--- config.mk ---
export PLATFORM = sky130hd
export DESIGN_NAME = parity_uart_tx
export DESIGN_NICKNAME = d
export VERILOG_FILES = /design/src/rtl/uart_pkg.sv /design/src/rtl/uart_bit_timer.sv /design/src/rtl/parity_uart_tx.sv
export SDC_FILE = /design/constraint.sdc
export NUM_CORES = 1
export LEC_CHECK = 0
export CORE_UTILIZATION = 30
export DETAILED_ROUTE_END_ITERATION = 8
export GPL_ROUTABILITY_DRIVEN = 0
export PLACE_DENSITY_LB_ADDON = 0.3
export SYNTH_ARGS = -nofsm -noshare
export SYNTH_HDL_FRONTEND = slang
export SYNTH_SLANG_ARGS = --single-unit
--- constraint.sdc ---
create_clock -name clk -period 5.3 [get_ports clk]
set_input_delay 0.53 -clock clk [delete_from_list [all_inputs] [get_ports clk]]
set_output_delay 0.53 -clock clk [all_outputs]
set_load 0.005 [all_outputs]
--- src/rtl/uart_pkg.sv ---
// Shared definitions for the parity UART transmitter: FSM encoding and line levels.
package uart_pkg;

   typedef enum logic [2:0] {
      ST_IDLE,
      ST_START,
      ST_DATA,
      ST_PARITY,
      ST_STOP
   } state_t;

   localparam int   FRAME_DATA_BITS = 8;
   localparam logic LINE_IDLE       = 1'b1;
   localparam logic START_BIT       = 1'b0;
   localparam logic STOP_BIT        = 1'b1;

endpackage

--- src/rtl/uart_bit_timer.sv ---
// Bit-period tick counter: counts 0..CLKS_PER_BIT-1 while enabled and flags the last tick.
module uart_bit_timer #(
   parameter int CLKS_PER_BIT = 16
) (
   input  logic clk,
   input  logic rst,
   input  logic en,
   input  logic clr,
   output logic bit_done
);

   localparam int            CW   = (CLKS_PER_BIT > 1) ? $clog2(CLKS_PER_BIT) : 1;
   localparam logic [CW-1:0] LAST = CW'(CLKS_PER_BIT - 1);

   logic [CW-1:0] count;

   always_ff @(posedge clk) begin
      if (rst || clr) begin
         count <= '0;
      end else if (en) begin
         count <= (count == LAST) ? '0 : count + 1'b1;
      end
   end

   assign bit_done = en && (count == LAST);

endmodule

--- src/rtl/parity_uart_tx.sv ---
// UART frame transmitter with parity: start, 8 data bits LSB-first, parity, stop.
// state  | meaning
// IDLE   | line high, ready for a byte
// START  | start bit on line
// DATA   | shifting out data bits, LSB first
// PARITY | parity bit on line
// STOP   | stop bit on line, then back to IDLE
module parity_uart_tx
   import uart_pkg::*;
#(
   parameter int CLKS_PER_BIT = 16,
   parameter bit PARITY_ODD   = 1'b0
) (
   input  logic       clk,
   input  logic       rst,
   input  logic [7:0] in_data,
   input  logic       in_valid,
   output logic       in_ready,
   output logic       tx,
   output logic       busy,
   output logic       parity_out
);

   localparam int                BCW      = $clog2(FRAME_DATA_BITS);
   localparam logic [BCW-1:0]    LAST_BIT = BCW'(FRAME_DATA_BITS - 1);

   state_t                       state;
   logic [FRAME_DATA_BITS-1:0]   shift;
   logic [BCW-1:0]               bit_cnt;
   logic                         bit_done;
   logic                         parity_next;

   assign parity_next = (^in_data) ^ PARITY_ODD;

   uart_bit_timer #(.CLKS_PER_BIT(CLKS_PER_BIT)) u_timer (
      .clk      (clk),
      .rst      (rst),
      .en       (state != ST_IDLE),
      .clr      (state == ST_IDLE),
      .bit_done (bit_done)
   );

   always_ff @(posedge clk) begin
      if (rst) begin
         state      <= ST_IDLE;
         shift      <= '0;
         bit_cnt    <= '0;
         tx         <= LINE_IDLE;
         in_ready   <= 1'b1;
         busy       <= 1'b0;
         parity_out <= 1'b0;
      end else begin
         case (state)
            ST_IDLE: begin
               // The start bit goes on the line at the accept edge itself.
               if (in_valid && in_ready) begin
                  shift      <= in_data;
                  parity_out <= parity_next;
                  tx         <= START_BIT;
                  in_ready   <= 1'b0;
                  busy       <= 1'b1;
                  state      <= ST_START;
               end
            end
            ST_START: begin
               if (bit_done) begin
                  tx      <= shift[0];
                  shift   <= shift >> 1;
                  bit_cnt <= '0;
                  state   <= ST_DATA;
               end
            end
            ST_DATA: begin
               if (bit_done) begin
                  if (bit_cnt == LAST_BIT) begin
                     tx    <= parity_out;
                     state <= ST_PARITY;
                  end else begin
                     tx      <= shift[0];
                     shift   <= shift >> 1;
                     bit_cnt <= bit_cnt + 1'b1;
                  end
               end
            end
            ST_PARITY: begin
               if (bit_done) begin
                  tx    <= STOP_BIT;
                  state <= ST_STOP;
               end
            end
            ST_STOP: begin
               if (bit_done) begin
                  tx       <= LINE_IDLE;
                  in_ready <= 1'b1;
                  busy     <= 1'b0;
                  state    <= ST_IDLE;
               end
            end
            default: begin
               state <= ST_IDLE;
            end
         endcase
      end
   end

endmodule

# After elaboration in Yosys (flattened, before gate mapping)
# Index checks and enable logic that the tools add are counted.
# classes
add_sub_neg	2
n_eq_ne	14
mux	26
reduce_logical	17
# op_table
cell	count
$mux W8	4
$mux W3	8
$pmux W8 S3	1
$pmux W3 S5	1
$ne A2 B2 Y1 const B	7
$reduce_and A5 Y1	2
$reduce_xor A8 Y1	1
$mux W1	7
$eq A3 B2 Y1 const B	2
$eq A3 B3 Y1 const B	2
$pmux W3 S2	1
$reduce_and A6 Y1	1
$reduce_bool A3 Y1	2
$add A4 B1 Y4 const B	1
$eq A4 B4 Y1 const B	1
$mux W4	1
$pmux W1 S2	2
$pmux W1 S4	1
$reduce_and A4 Y1	1
$reduce_bool A2 Y1	2
$reduce_bool A4 Y1	1
$add A3 B1 Y3 const B	1
$eq A3 B1 Y1 const B	1
$logic_not A3 Y1	1
6 further kinds	7
# totals
in_bits	11
out_inout_bits	4
ff_bits	22
elab_cells	67

# Longest topological paths before layout
# depth
ltp_word	4
mapped_depth	7
depth_no_buf	6

# Cells and area by module
# A second synthesis with hierarchy kept.
# hier_totals
hier_cells	133
hier_area_um2	1189.9
# modules_own_cells
mod	instances	cells_per_inst	seq_area_each_um2	area_each_um2
parity_uart_tx	1	116	360.3	1016.0
uart_bit_timer	1	17	80.1	173.9

# Least setup slack after synthesis
# No wires, ideal clock.
# synth_timing
kind	register -> register
startpoint	register bit_cnt[0]
endpoint	register shift[2]
setup_ns	0.088
arrival_time_ns	1.756
path_stages_with_launch	8
slack_ns	3.456
n_path_buf	1
path_cell_list	dfxtp_1 > ha_1 > ha_1 > or3b_1 > a211oi_2 > buf_4 > nor3_1 > a311oi_2
# synth_between
elab_chain_cells	3
# synth_lines
element	line	rtl
start: declaration	parity_uart_tx.sv:29	logic [BCW-1:0] bit_cnt;
start signal: assignment	parity_uart_tx.sv:81	bit_cnt <= bit_cnt + 1'b1;
$eq A3 B3 Y1	parity_uart_tx.sv:75	if (bit_cnt == LAST_BIT) begin
$ne A2 B2 Y1 (no source line)	n/a	
$reduce_and A5 Y1 (no source line)	n/a	
end signal: assignment	parity_uart_tx.sv:57	shift <= in_data;
end signal: assignment	parity_uart_tx.sv:68	shift <= shift >> 1;
end signal: assignment	parity_uart_tx.sv:80	shift <= shift >> 1;
end: declaration	parity_uart_tx.sv:28	logic [FRAME_DATA_BITS-1:0] shift;
# Every way passes these cells.
# A chain may end at the register's enable or synchronous reset.

# Worst setup path in the final report
# layout_timing
startpoint	register bit_cnt[0]
endpoint	register shift[3]
# The elaborated chain is that of the path after synthesis.

==> out/results.txt <==
CP Max Fanout - 11
Hpwl dp - 1.71 mm
CTS H-Tree Depth - 1
Util after Layout - 37.5%
Pre-antenna DRT Iters - 4
Port Buffers - 14
Synth cell types - 35
Primary FF master, synth - dfxtp_1
Total Routing Usage GR - 13.0%
Mapped Avg Cell Area - 9.05 um^2
Hold Buf Count CTS - 0
Delay-heaviest family, CP - compound AO/OA/AOI/OAI gates
Setup repair bufs after CTS - 0
Worst hold endpoint - u_timer.count[0]
Slew @ Worst Pin - 0.990 ns
Inserted Clock Buffers - 3
VDD IR max - 0.100 mV
Post-DRT Antenna Nets - 0
Startpoint Class - register
Yosys reg bits - 22
Initial antenna violation count - 0
Max-Cap Viols - 0
Die area - 4180 um^2
DRC - 0
Clock tree from TritonCTS - done
Final critical-path setup slack - 3.02 ns
Max clock buf depth - 2
Max_slew headroom - 33.8%
Post-Syn Area - 1180 um^2
Sequential-to-total area share from yosys stat - 37.4%
Unrepaired setup endpoints after global routing - false
Setup TNS - 0 ns
Initial DRC Count - 50
# IOs - 15
Starting Density - 31.6%
Hold Path Class - reg2reg
Min-delay src - u_timer.count[0]
Minimum clock period - 2.28 ns
Worst-Skew Late Latency - 0.26 ns
Site row count - 22
Clk sinks - 22
Lkg Pwr - 0.442 nW
Syn_nets - 144
First-pass GRT wire length - 4.22 mm
Worst Setup SP - bit_cnt[0]
Number of synthesized flops with an enable pin - 0
Worst-path cell with the longest stage delay - a211oi_2
Post-Route WL - 2.38 mm
Area Growth Syn to Fin - 18.4%
Async SR Flop Fraction - 0%
Crit share post-route - 43.0%
Root buffer selected by CTS - clkbuf_8
Post-Place Setup Slack - 3.03 ns
WP data required - 5.46 ns
Most common cell on crit path - ha_1
Die height - 64.6 um
# diodes - 0
Status - complete, no violations
Vias - 978
Worst stage delay on the critical path - 0.65 ns
Nets - 154
Grt ovf - 0
Crit path buffers/inverters - 0
Setup crit end kind - register
Worst r2r dst - shift[3]
Via density - 5.23
Worst path depth - 6
Avg WL per Cell - 12.7 um
Core area - 3720 um^2
Reg2Reg Setup Slack - 3.02 ns
Die width - 64.6 um
Yosys warning count - 0
Hold depth - 1
Post-route clock skew - 0.00252 ns
Reg-to-Reg Start - bit_cnt[0]
Share of layout cells above drive strength 1 - 11.5%
Crit path DAT - 2.44 ns
Final Hold Fails - 0
PD cells - 274 nW/um^2
Post-synthesis cell count - 130
Vias in the first global route - 909
Worst reg-to-reg path cell count - 6
Clock-pin slew on the worst setup and hold paths - 0.08 ns
Fmax - 439 MHz
CTS resizes - 0
Setup Viol. Count Final - 0
Worst path cell trace - ha_1, ha_1, or3b_1, a211oi_2, nor3_1, a311oi_2
Largest net degree at the start of global routing - 24
Critical path class - reg2reg
Pins Over Slew Limit - 0
## power breakdown
group / internal (mW) / total, mW / leakage [nW] / switching (mW)
clock network: 0.0661 / 0.118 / 0.0288 / 0.0517
registers: 0.177 / 0.187 / 0.180 / 0.0104
logic: 0.0392 / 0.0766 / 0.233 / 0.0374
## metal layers
metal / track usage [%] / up-vias / routed length [um]
li1: - / 504 / -
met1: 17.5 / 454 / 1200
met2: 19.9 / 16 / 1070
met3: 1.76 / 4 / 63
met4: 7.22 / 0 / 50
met5: 0 / - / 0
## layout make-up
cell class	instances	area (um^2)
fillers	389	2320
multi-input cells	98	689
flip-flops and latches	22	440
repair buffers	15	148
clock buffers	4	55.1
well taps	48	60.1
## synthesized netlist by cell type (2+ instances only)
master    number  share of area [%]
a211oi_1       3                1.9
nand3_1        2               0.85
xor2_1         2                1.5
a21oi_1        8                3.4
nand4b_1       2                1.5
nor3_1        11                4.7
nor3b_1        2                1.3
xnor2_1        9                6.7
nor4_1         2                1.1
clkbuf_1       6                1.9
nor2_1         6                1.9
dfxtp_1       22                 37
a311oi_2       7                8.9
o21ai_0        7                3.0
o21a_1         2                1.3
ha_1           3                3.2
nand2_1       15                4.8
o221ai_1       2                1.5
buf_4          2                1.3
nand4_1        2                1.1
## worst reg2reg max path: stages, from the launching register on
cell and delay (ns):
dfxtp_1 0.33, ha_1 0.20, ha_1 0.21, or3b_1 0.39, a211oi_2 0.65, nor3_1 0.15
a311oi_2 0.25
## sequential cells by signal, summed over array words and instances (netlist names)
register / flops
parity_out: 1
in_ready: 1
state: 3
tx: 1
u_timer.count: 4
bit_cnt: 3
shift: 8
busy: 1
## cells in the final DEF (no fill, tap or decap), types with 2 or more instances in the layout
cell,instances
a21oi_1,8
o21a_1,2
ha_1,3
o221ai_1,2
xnor2_1,9
nand4b_1,2
o21ai_0,7
clkdlybuf4s50_1,14
nor3b_1,2
nor3_1,11
a311oi_2,7
a211oi_1,3
xor2_1,2
nand3_1,2
dfxtp_1,22
nor4_1,2
clkbuf_8,4
nor2_1,6
nand4_1,2
nand2_1,15
## metrics by stage
| step | hold slack, ns | cell area (um^2) | std cells | power, mW |
|---|---|---|---|---|
| floorplan | 0.432 | 1180 | 130 | 0.242 |
| global placement | 0.442 | 1340 | 183 | 0.267 |
| detailed placement | 0.456 | 1340 | 183 | 0.269 |
| CTS | 0.467 | 1390 | 187 | 0.385 |
| global route | 0.488 | 1390 | 187 | 0.402 |
| finish | 0.465 | 1390 | 187 | 0.381 |
## worst max-delay path by stage
stage | end | slack, ns
floorplan | shift[2] | 3.46
global placement | shift[5] | 3.11
detailed placement | shift[0] | 3.03
CTS | shift[0] | 3.02
global route | shift[0] | 2.81
finish | shift[3] | 3.02
## logic make-up (layout without fill, tap and decap cells)
kind of cell    count (synthesis)  in the layout  synth area share (%)
simple gates                   48             48                  21.4
flops                          22             22                  37.4
fa+ha+maj                       3              3                  3.19
compound gates                 35             35                  24.9
buf+inv                        10             19                  3.93
mux                             1              1                 0.957
xor+xnor                       11             11                  8.19
Note: power is estimated with default switching activity, not from simulation.
==> edit 1: new RTL, same flow settings <==
`CLKS_PER_BIT` is set to 16 in 2 places; all go to 8.
--- a/src/rtl/uart_bit_timer.sv
+++ b/src/rtl/uart_bit_timer.sv
@@ -1,5 +1,5 @@
 // Bit-period tick counter: counts 0..CLKS_PER_BIT-1 while enabled and flags the last tick.
 module uart_bit_timer #(
-   parameter int CLKS_PER_BIT = 16
+   parameter int CLKS_PER_BIT = 8
 ) (
    input  logic clk,
--- a/src/rtl/parity_uart_tx.sv
+++ b/src/rtl/parity_uart_tx.sv
@@ -9,5 +9,5 @@
    import uart_pkg::*;
 #(
-   parameter int CLKS_PER_BIT = 16,
+   parameter int CLKS_PER_BIT = 8,
    parameter bit PARITY_ODD   = 1'b0
 ) (
Function: changed (Yosys sat finds a counterexample within 10 cycles, from zero or initial values and one cycle with rst high).
==> edit 1 against the unedited design <==
Final area shrank 2.0%; clock power fell by 12%; power is 5.6% lower; count of clock-buffer cells in the layout unchanged; area after synthesis grew 1.2%; routed wire length increased by 3.3%; hold slack worse by 0.0097 ns; fmax rose by 23%; setup slack better by 0.42 ns; sequential share of layout area down 0.83 points; global-route usage is 0.16 points higher; sequential cell count fell by 1; largest cell class unchanged.
==> edit 1: results <==
[global_route]
grt_max_degree = 23
grt_pass1_vias = 910
grt_use_total_pct = 13.2

[layout]
drive_gt1_share_pct = 10.1
fin_nets = 155
diodes = 0
instances_no_fill = 186

[run_status]
status = completed

[place]
placedCellCount = 182
dp_worst_setup_slack_ns = 3.19

[synthesis]
synthTopCellsByArea = dfxtp_1 (35%), a311oi_2 (6.3%), ha_1 (5.3%), xnor2_1 (5.2%), nor2_1 (4.1%)
synth_fp_nets = 146
ys_top_cells_by_count = dfxtp_1 (21), nor2_1 (13), nand2_1 (12)
synth_flop_cell = dfxtp_1
netlist-cell-type-count = 39
ys_seq_area_share_pct = 35.3

[sta]
clock_skew_ns = 0.000622
worst_pin_slew_ns = 0.904

[critical_path]
crit_fanout = 16

[pwr]
power_density_nw_per_um2 = 264
leakage_nw = 0.476
irDropWorstVdd_uv = 152

[routing]
drt_first_pass_iters = 4
drt_iter0_markers = 77
num_vias = 954
wl_per_cell_um = 13.2
==> edit 1: changes by cell type in the layout (fill, tap and decap cells not counted), moves of 3 or more <==
cell      change
nand2_1       -3
a311oi_1      +4
nor3_1        -9
nor2_1        +7
==> edit 1: layout make-up <==
class	count	area, um^2
fill	405	2380
multi-input combinational	97	692
sequential	21	420
timing repair buffer	14	140
tap	48	60.1
clock buffer	4	45.0
inverter	2	7.51
==> edit 1: kinds of logic (layout without fill, tap and decap cells) <==
group                      after synthesis  count (layout)  synth area share, %
DFF                                     21              21                 35.3
adders and majority gates                5               5                 5.26
and+or+nand+nor                         46              46                 19.6
xor gates and xnor gates                 9               9                 8.20
muxes                                    2               2                 1.68
buffers and inverters                   12              20                 6.52
AOI/OAI and AO/OA                       35              35                 23.4
==> edit 1: power by group <==
part	internal [mW]	switching, mW
Combinational	0.0389	0.0361
Sequential	0.170	0.0110
Clock	0.0535	0.0506
Total	0.262	0.0977
==> edit 1: through the flow <==
stage	power (mW)	util (%)	instance area, um^2	hold WS (ns)
floorplan	0.239	-	1190	0.408
global placement	0.257	35.3	1320	0.416
detailed placement	0.260	35.3	1320	0.441
CTS	0.367	36.5	1370	0.452
global route	0.379	36.5	1370	0.481
finish	0.360	36.5	1370	0.455
==> edit 1: layer usage <==
layer  track usage (%)  up-vias  share of wire (%)
li1                  -      482                  -
met1              16.3      449                 47
met2              21.0       19                 46
met3              3.52        4                4.9
met4              6.39        0                1.6
met5                 0        -                  0
==> edit 1: critical path: stages (launching register included) <==
cell      delay (ns)
dfxtp_1         0.74
xnor2_4         0.21
nor2_1          0.42
nand2_1         0.11
a311oi_1        0.26
==> edit 1: path summary, 6_finish.rpt <==
check | from | to | slack [ns] | cells past startpoint
max | state[0] | shift[3] | 3.45 | 4
min reg2reg | u_timer.count[0] | u_timer.count[0] | 0.46 | 1
min | u_timer.count[0] | u_timer.count[0] | 0.46 | 1
max reg2reg | state[0] | shift[3] | 3.45 | 4
==> edit 2: new RTL, config.mk and constraints unchanged <==
Made on the original files. Encoding of `state_t`: now one-hot (5 bits for 5 states).
--- a/src/rtl/uart_pkg.sv
+++ b/src/rtl/uart_pkg.sv
@@ -2,10 +2,10 @@
 package uart_pkg;
 
-   typedef enum logic [2:0] {
-      ST_IDLE,
-      ST_START,
-      ST_DATA,
-      ST_PARITY,
-      ST_STOP
+   typedef enum logic [4:0] {
+      ST_IDLE   = 5'b00001,
+      ST_START  = 5'b00010,
+      ST_DATA   = 5'b00100,
+      ST_PARITY = 5'b01000,
+      ST_STOP   = 5'b10000
    } state_t;
 
Check against the original RTL: same outputs for any inputs over 10 cycles, from zero or initial values and one cycle with rst high; not proved beyond that.
==> edit 2 against the unedited design <==
Sequential cell count increased by 2; final area is 18% higher; critical endpoint is now shift[5]; critical path depth is 2 lower; sequential share of layout area down 2.4 points; area after synthesis increased by 24%; largest cell class unchanged; core utilization is 1.0 points lower; routed wire length rose by 34%; setup slack worse by 0.13 ns; clock skew grew 0.0040 ns; via count up 20%.
Power is not compared: it rests on default switching activity, and its combinational part moved more than twofold at a synthesized area within 25%.
==> edit 2: results <==
[run_status]
status = completed

[clocking]
numCtsBuffers = 3
cts_setup_buffers = 0
htree_levels = 1
path_clk_slew_ns = 0.08
clk_latency_ns = 0.27
cts_root_buf = clkbuf_8
cts_resized = 0
cts_max_path_buffers = 2

[hold_path]
hold_depth = 1
hold_start = u_timer.count[0]
worstHoldEndpoint = u_timer.count[0]
min_path_type = flip-flop to flip-flop

[critical_path]
r2r_start = state[2]
critPathArrivalTime_ns = 2.57
max_stage_delay_ns = 0.59
cp_slowest_cell = dfxtp_1
crit_family = simple AND/OR/NAND/NOR gates
r2r_cells = 4
crit_fanout = 12
rrSetupSlack_ns = 2.89
reg2reg_to = shift[5]

[pwr]
leakage_nw = 0.628
irDropWorstVdd_uv = 97.9

[sta]
clock_skew_ns = 0.00648
relSlewSlack_pct = 25.7
hold_viol = 0
worst_hold_slack_ns = 0.469

[global_route]
grt_max_degree = 35
grt_pass1_vias = 1124
grt_pass1_wl_mm = 5.05
antenna_found_initial = 0
grt_use_total_pct = 12.8

[synthesis]
ys_top_cells_by_count = dfxtp_1 (24), a21oi_1 (12), nor2b_1 (11)
async_flop_share_pct = 0
ys_seq_area_share_pct = 33.1
synth_flop_cell = dfxtp_1
synthTopCellsByArea = dfxtp_1 (33%), mux2_4 (7.2%), xnor2_1 (4.8%), nor2b_1 (4.7%), a21oi_1 (4.1%)
synth_warnings = 0
synth_fp_nets = 175
netlist-cell-type-count = 44

[place]
hpwl_mm = 2.30
placed_cell_area_um2 = 1600
port_buffers = 14

[routing]
drt-vias-per-instance = 5.35
drt_iter0_markers = 26
routed_wl_mm = 3.18
drt_first_pass_iters = 4

[layout]
drive_gt1_share_pct = 8.93
diodes = 0
largestRegisters = shift x8, state x5, u_timer.count x4
[edit 2: cell types whose count changed after synthesis, moves of 7 or more]
cell | unedited run | this run
nor2b_1 | 0 | 11
nand2_1 | 15 | 5
nand3_1 | 2 | 10
nor3_1 | 11 | 3
a311oi_2 | 7 | 0
mux2_4 | 0 | 7
[edit 2: worst max-delay path by stage]
stage,start,slack [ns],to,cells past startpoint
after CTS,state[2],2.90,shift[5],4
final,state[2],2.89,shift[5],4
after floorplan,state[3],3.38,shift[0],6
after detailed placement,state[2],2.91,shift[5],4
after global placement,state[2],2.95,shift[6],4
after global routing,state[2],2.80,shift[0],4
[edit 2: layout make-up]
class / instances / area (um^2)
Multi-Input combinational cell: 124 / 905
Fill cell: 468 / 2860
Timing Repair Buffer: 14 / 140
Tap cell: 52 / 65.1
Clock buffer: 3 / 41.3
Sequential cell: 24 / 480
Inverter: 3 / 11.3
[edit 2: routing by layer]
layer	GRT usage, %	vias up	part of all wire (%)
li1	-	590	-
met1	15.1	569	47
met3	2.95	5	2.2
met2	22.3	12	49
met4	5.45	0	1.8
met5	0	-	0
[edit 2: power breakdown]
group / internal, mW / switching, mW / leakage, nW
clock: 0.0510 / 0.0594 / 0.0216
combinational: 0.0912 / 0.0894 / 0.410
sequential: 0.205 / 0.0287 / 0.196
total: 0.348 / 0.178 / 0.628
[edit 2: through the flow]
| stage | utilization, % | setup WS, ns | std cells |
|---|---|---|---|
| floorplan | - | 3.38 | 161 |
| global placement | 35.6 | 2.95 | 217 |
| detailed placement | 35.6 | 2.91 | 217 |
| CTS | 36.5 | 2.90 | 220 |
| global route | 36.5 | 2.80 | 220 |
| finish | 36.5 | 2.89 | 220 |
[edit 2: cell families (layout without fill, tap and decap cells)]
group | Yosys count | in the layout | share of synthesized area (%)
buf+inv | 13 | 20 | 4.65
mux | 12 | 12 | 10.8
compound gates | 37 | 37 | 15.5
simple gates | 58 | 58 | 24.5
flops | 24 | 24 | 33.1
fa+ha+maj | 3 | 3 | 2.58
xor+xnor | 14 | 14 | 8.96
[edit 2: worst reg2reg max path, stage by stage, from the launching register on]
cell,delay (ns)
dfxtp_1,0.59
or4b_1,0.56
nor3b_2,0.37
a21o_1,0.44
mux2_4,0.35
